File: src/rtl/div_seq.sv
// div_seq: iterative restoring divider for the DIV/DIVU path (q -> LO, r -> HI).
// Optional macro DIV_DZ_FLAG_EN adds the dz output and a one-cycle divide-by-zero path.
module div_seq #(
   parameter int WIDTH = 32,
   parameter int CNT_W = 6
) (
   input  logic             clock,
   input  logic             resetn,
   input  logic             start,
   input  logic             sign,
   input  logic             cancel,
   input  logic [WIDTH-1:0] dividend,
   input  logic [WIDTH-1:0] divisor,
   output logic [WIDTH-1:0] q,
   output logic [WIDTH-1:0] r,
   output logic             busy,
   output logic             ready
`ifdef DIV_DZ_FLAG_EN
   ,
   output logic             dz
`endif
);

   typedef enum logic [1:0] {
      S_IDLE,
      S_RUN,
      S_FIN
   } state_t;

   state_t             r_state;
   logic [CNT_W-1:0]   r_cnt;
   logic [WIDTH-1:0]   r_rem;
   logic [WIDTH-1:0]   r_quo;
   logic [WIDTH-1:0]   r_div;
   logic               r_neg_q;
   logic               r_neg_r;
   logic               r_zero;
   logic [WIDTH-1:0]   r_q;
   logic [WIDTH-1:0]   r_r;
   logic               r_busy;
   logic               r_ready;

   logic               w_a_neg;
   logic               w_b_neg;
   logic [WIDTH-1:0]   w_abs_a;
   logic [WIDTH-1:0]   w_abs_b;
   logic [WIDTH:0]     w_shift;
   logic [WIDTH:0]     w_diff;
   logic               w_ge;
   logic [WIDTH-1:0]   w_rem_nx;
   logic [WIDTH-1:0]   w_quo_nx;
   logic [WIDTH-1:0]   w_q_fin;
   logic [WIDTH-1:0]   w_r_fin;
   logic               w_accept;
   logic               w_last;
   logic               w_dz_in;

   // Operand magnitudes; -2^(WIDTH-1) maps to unsigned 2^(WIDTH-1)
   assign w_a_neg = sign & dividend[WIDTH-1];
   assign w_b_neg = sign & divisor[WIDTH-1];
   assign w_abs_a = w_a_neg ? -dividend : dividend;
   assign w_abs_b = w_b_neg ? -divisor : divisor;
   assign w_dz_in = (divisor == '0);

   // One restoring step: shift {rem,quo} left, trial-subtract on WIDTH+1 bits
   assign w_shift  = {r_rem, r_quo[WIDTH-1]};
   assign w_diff   = w_shift - {1'b0, r_div};
   assign w_ge     = ~w_diff[WIDTH];
   assign w_rem_nx = w_ge ? w_diff[WIDTH-1:0] : w_shift[WIDTH-1:0];
   assign w_quo_nx = {r_quo[WIDTH-2:0], w_ge};

   // Sign correction: q negated on differing signs, r follows dividend sign
   assign w_q_fin = r_zero  ? '1 :
                    r_neg_q ? -w_quo_nx : w_quo_nx;
   assign w_r_fin = r_neg_r ? -w_rem_nx : w_rem_nx;

   assign w_accept = start & ~cancel & (r_state != S_RUN);
   assign w_last   = (r_cnt == CNT_W'(WIDTH - 1));

   assign q     = r_q;
   assign r     = r_r;
   assign busy  = r_busy;
   assign ready = r_ready;

`ifdef DIV_DZ_FLAG_EN
   logic r_dz;
   assign dz = r_dz;

   // Divide-by-zero flag, refreshed by every accepted start
   always_ff @(posedge clock or negedge resetn) begin
      if (!resetn) begin
         r_dz <= 1'b0;
      end else if (w_accept) begin
         r_dz <= w_dz_in;
      end
   end
`endif

   // Control FSM and datapath registers; results written only on completion
   always_ff @(posedge clock or negedge resetn) begin
      if (!resetn) begin
         r_state <= S_IDLE;
         r_cnt   <= '0;
         r_rem   <= '0;
         r_quo   <= '0;
         r_div   <= '0;
         r_neg_q <= 1'b0;
         r_neg_r <= 1'b0;
         r_zero  <= 1'b0;
         r_q     <= '0;
         r_r     <= '0;
         r_busy  <= 1'b0;
         r_ready <= 1'b0;
      end else begin
         r_ready <= 1'b0;
         case (r_state)
            S_RUN: begin
               if (cancel) begin
                  r_state <= S_IDLE;
                  r_busy  <= 1'b0;
               end else begin
                  r_rem <= w_rem_nx;
                  r_quo <= w_quo_nx;
                  r_cnt <= r_cnt + 1'b1;
                  if (w_last) begin
                     r_state <= S_FIN;
                     r_busy  <= 1'b0;
                     r_ready <= 1'b1;
                     r_q     <= w_q_fin;
                     r_r     <= w_r_fin;
                  end
               end
            end
            default: begin
               r_state <= S_IDLE;
               if (w_accept) begin
                  r_rem   <= '0;
                  r_quo   <= w_abs_a;
                  r_div   <= w_abs_b;
                  r_neg_q <= w_a_neg ^ w_b_neg;
                  r_neg_r <= w_a_neg;
                  r_zero  <= w_dz_in;
                  r_cnt   <= '0;
`ifdef DIV_DZ_FLAG_EN
                  if (w_dz_in) begin
                     r_state <= S_FIN;
                     r_ready <= 1'b1;
                     r_q     <= '1;
                     r_r     <= dividend;
                  end else begin
                     r_state <= S_RUN;
                     r_busy  <= 1'b1;
                  end
`else
                  r_state <= S_RUN;
                  r_busy  <= 1'b1;
`endif
               end
            end
         endcase
      end
   end

endmodule
File: config.mk
export PLATFORM = sky130hd
export DESIGN_NAME = div_seq
export DESIGN_NICKNAME = d
export VERILOG_FILES = /design/src/rtl/div_seq.sv
export SDC_FILE = /design/constraint.sdc
export NUM_CORES = 1
export LEC_CHECK = 0
export CAP_MARGIN = 20
export CORE_AREA = 2 2 169 171
export DETAILED_ROUTE_END_ITERATION = 12
export DIE_AREA = 0 0 171 173
export MAX_ROUTING_LAYER = met4
export PLACE_DENSITY = 0.72
export SLEW_MARGIN = 20
export SYNTH_ARGS = -nofsm -noshare
export SYNTH_HDL_FRONTEND = slang
export SYNTH_SLANG_ARGS = --single-unit
File: constraint.sdc
create_clock -name clock -period 9.7 [get_ports clock]
set_clock_uncertainty 0.1 [all_clocks]
set_input_delay 2.91 -clock clock [delete_from_list [all_inputs] [get_ports clock]]
set_output_delay 2.91 -clock clock [all_outputs]
set_load 0.005 [all_outputs]
==> results.py <==
metrics = {
    "run_status": {
        "status": "finished clean",
    },
    "cts": {
        "clock_path_buffers": 2,
        "cts_resized": 0,
        "holdBufCountCts": 0,
        "cts_tree": "built",
        "clk_pin_slew_ns": 0.07,
        "cts_root_buf": "clkbuf_16",
        "numCtsBuffers": 17,
        "h-tree-depth": 4,
        "cts_setup_buffers": 0,
        "clock_latency_ns": 0.43,
        "cts_sinks": 173,
    },
    "worst_setup_path": {
        "ff2ff_setup_slack_ns": 4.14,
        "slowest_delay_ns": 0.58,
        "start_kind": "input port",
        "path_class": "input port to flip-flop",
        "slowest_stage": "nor4b_1",
        "cp_data_required_time_ns": 9.88,
        "worstPathCellList": "clkdlybuf4s50_1 > nor3_1 > nand2b_1 > nor4_1 > nand2_1 > or4_1 > nor4b_1 > nand2_1 > nor4_1 > a21oi_1 > xnor2_1 > o21ai_1",
        "r2r-start": "r_quo[31]$_DFFE_PN0P_",
        "path_depth": 12,
        "end_kind": "flip-flop",
        "path_delay_family": "simple AND/OR/NAND/NOR gates",
        "path_max_fanout": 4,
        "regToRegEndpoint": "r[20]$_DFFE_PN0P_",
        "reg2regPathDepth": 19,
        "cp.arrival_ns": 6.14,
        "crit_buf_inv": 1,
    },
    "synth": {
        "synth.mux.area_fraction_pct": 2.30,
        "synth_flop_cell": "dfrtp_1",
        "syn_inst": 1519,
        "syn_area_mm2": 0.0123,
        "synth_edf_count": 0,
        "async_flop_share_pct": 100,
        "postSynthAreaPerCell_um2": 8.13,
        "syn_nets": 1626,
        "synth_top_family_by_area": "compound AO/OA/AOI/OAI gates",
        "yosys-top-cells-area": "dfrtp_1 (35%), o21ai_0 (7.2%), nand2_1 (5.8%)",
        "synth-adder-area-share_pct": 3.91,
        "yosysTopAreaCellShare_pct": 35.1,
        "yosys_warnings": 0,
        "ys_ff_latch": 173,
        "synthSimpleGateAreaFrac_pct": 20.7,
        "yosys.cell_count.top_type": "nand2_1",
        "synth_common_cells": "nand2_1 (190), o21ai_0 (177), dfrtp_1 (173)",
        "yosysTopAreaCell": "dfrtp_1",
        "synth_cell_types": 92,
        "synth-compound-area-share_pct": 23.9,
        "synth.yosys.seq_area_share_pct": 35.1,
        "synth_xor_area_share_pct": 9.51,
    },
    "flow_run": {
        "maxCapViolCount": 0,
    },
    "cells_and_area": {
        "drive_gt1_share_pct": 5.65,
        "layout.nets": 1705,
        "fin_area_mm2": 0.0145,
        "area_growth_syn_to_layout_pct": 17.2,
        "fill_cells": 2653,
        "antenna_cells": 0,
    },
    "floorplan": {
        "die_h_um": 173,
        "coreArea_mm2": 0.0276,
        "die_area_mm2": 0.0296,
        "die_w_um": 171,
        "ios": 135,
        "rows": 61,
        "start_util_pct": 44.7,
    },
    "sta": {
        "rsz0062_at_grt": "false",
        "worst_pin_slew_ns": 1.04,
        "final-setup-viol-count": 0,
        "slew_headroom_pct": 30.5,
        "timing.final.crit_share_pct": 61.4,
        "setup_tns_ns": 0,
        "fmax_mhz": 168,
        "hold_viol": 0,
        "slew_viol_final": 0,
        "period_needed_ns": 5.96,
    },
    "power_and_ir_drop": {
        "leakagePower_uw": 0.00614,
        "power.total_uw": 4680,
        "powerDensity_mw_per_mm2": 324,
        "ir_worst_vdd_mv": 0.242,
    },
    "grt": {
        "grt_start_max_net_pins": 104,
        "grt.total_usage_pct": 24.5,
        "antenna_found_initial": 0,
        "grt_pass1_vias": 10700,
        "grt_pass1_wl_um": 56400,
        "overflow": 0,
    },
    "min_path": {
        "whs_endpoint": "q[23]$_DFFE_PN0P_",
        "hp-start": "q[23]$_DFFE_PN0P_",
        "hold_path_depth": 2,
        "hp-class": "flip-flop to flip-flop",
    },
    "placed_design": {
        "io_buffers": 134,
        "dp_hpwl_um": 26300,
        "globalplace.congestion": 0.935,
        "place_area_mm2": 0.0139,
    },
    "routing": {
        "first_iter_violations": 1055,
        "drc": 0,
        "num_vias": 11300,
        "routed_wl_um": 35200,
        "drtAntennaViolNets": 0,
        "avgRoutedWirePerCell_um": 17.7,
        "dr.pass1.iters": 5,
        "post_drt_via_cell_ratio": 5.70,
    },
}
layer usage:
metal | routed length (µm) | global-route usage, % | vias up
met3 | 1590 | 3.16 | 54
li1 | - | - | 5577
met5 | 0 | - | -
met2 | 16300 | 37.1 | 348
met4 | 1010 | 8.23 | 0
met1 | 16200 | 33.8 | 5357
placed cells by master (no fill, tap or decap), types with 22 or more instances in the layout:
| master | count |
|---|---|
| a21oi_1 | 127 |
| nor3_1 | 22 |
| clkdlybuf4s50_1 | 133 |
| xnor2_1 | 71 |
| inv_1 | 55 |
| nor2_1 | 135 |
| xor2_1 | 63 |
| ha_1 | 37 |
| nand3_1 | 61 |
| dfrtp_1 | 173 |
| o31ai_1 | 27 |
| o21ai_0 | 177 |
| nand2_1 | 189 |
worst max-delay path by stage:
stage | from | endpoint | slack (ns)
6_report | divisor[6] | r_div[29]$_DFFE_PN0P_ | 3.74
5_1_grt | divisor[6] | r_div[27]$_DFFE_PN0P_ | 3.29
4_1_cts | divisor[6] | r_div[29]$_DFFE_PN0P_ | 3.79
3_5_place_dp | divisor[6] | r_div[29]$_DFFE_PN0P_ | 3.33
3_3_place_gp | dividend[4] | r_quo[28]$_DFFE_PN0P_ | 3.49
2_1_floorplan | divisor[8] | r_div[29]$_DFFE_PN0P_ | 4.32
report_power, final:
group          total, µW  leakage [µW]  internal, µW  switching, µW
combinational       2970       0.00355          1140           1830
sequential          1020       0.00231           841            180
clock                690      0.000282           375            315
cell families after synthesis:
family | after synthesis
and+or+nand+nor | 538
AOI/OAI and AO/OA | 471
DFF | 173
buffers and inverters | 139
xor gates and xnor gates | 134
adders and majority gates | 38
muxes | 26
worst register-to-register path: cells and delay by family, from the launching register on:
family                     cells  cell delay (ns)
xor gates and xnor gates       1             0.20
AOI/OAI and AO/OA              6             1.82
muxes                          1             0.30
adders and majority gates      3             0.91
buffers and inverters          3             1.06
DFF                            1             0.38
and+or+nand+nor                5             0.68
sequential cells by signal, summed over array words and instances, names as in the netlist:
signal   cells
r_state      2
r           32
ready        1
q           32
r_cnt        6
r_div       32
r_zero       1
r_neg_r      1
r_rem       32
busy         1
r_neg_q      1
r_quo       32
stage by stage:
stage	util (%)	setup slack, ns	instances	hold WS [ns]
finish	52.4	3.74	1988	0.381
detailed placement	50.2	3.33	1957	0.363
floorplan	-	4.32	1519	0.350
global route	52.4	3.29	1988	0.414
CTS	52.3	3.79	1988	0.384
global placement	50.2	3.49	1957	0.358
area by class of cell:
| cell class | instances | area [µm²] | share of cell area, % |
|---|---|---|---|
| inverter | 57 | 216 | 1.50 |
| clock inverter | 11 | 121 | 0.839 |
| sequential | 173 | 4330 | 29.9 |
| timing repair buffer | 142 | 1400 | 9.70 |
| clock buffer | 20 | 457 | 3.16 |
| tap | 378 | 473 | 3.27 |
| multi-input combinational | 1207 | 7470 | 51.6 |
Power figures use the tool's default switching activity.
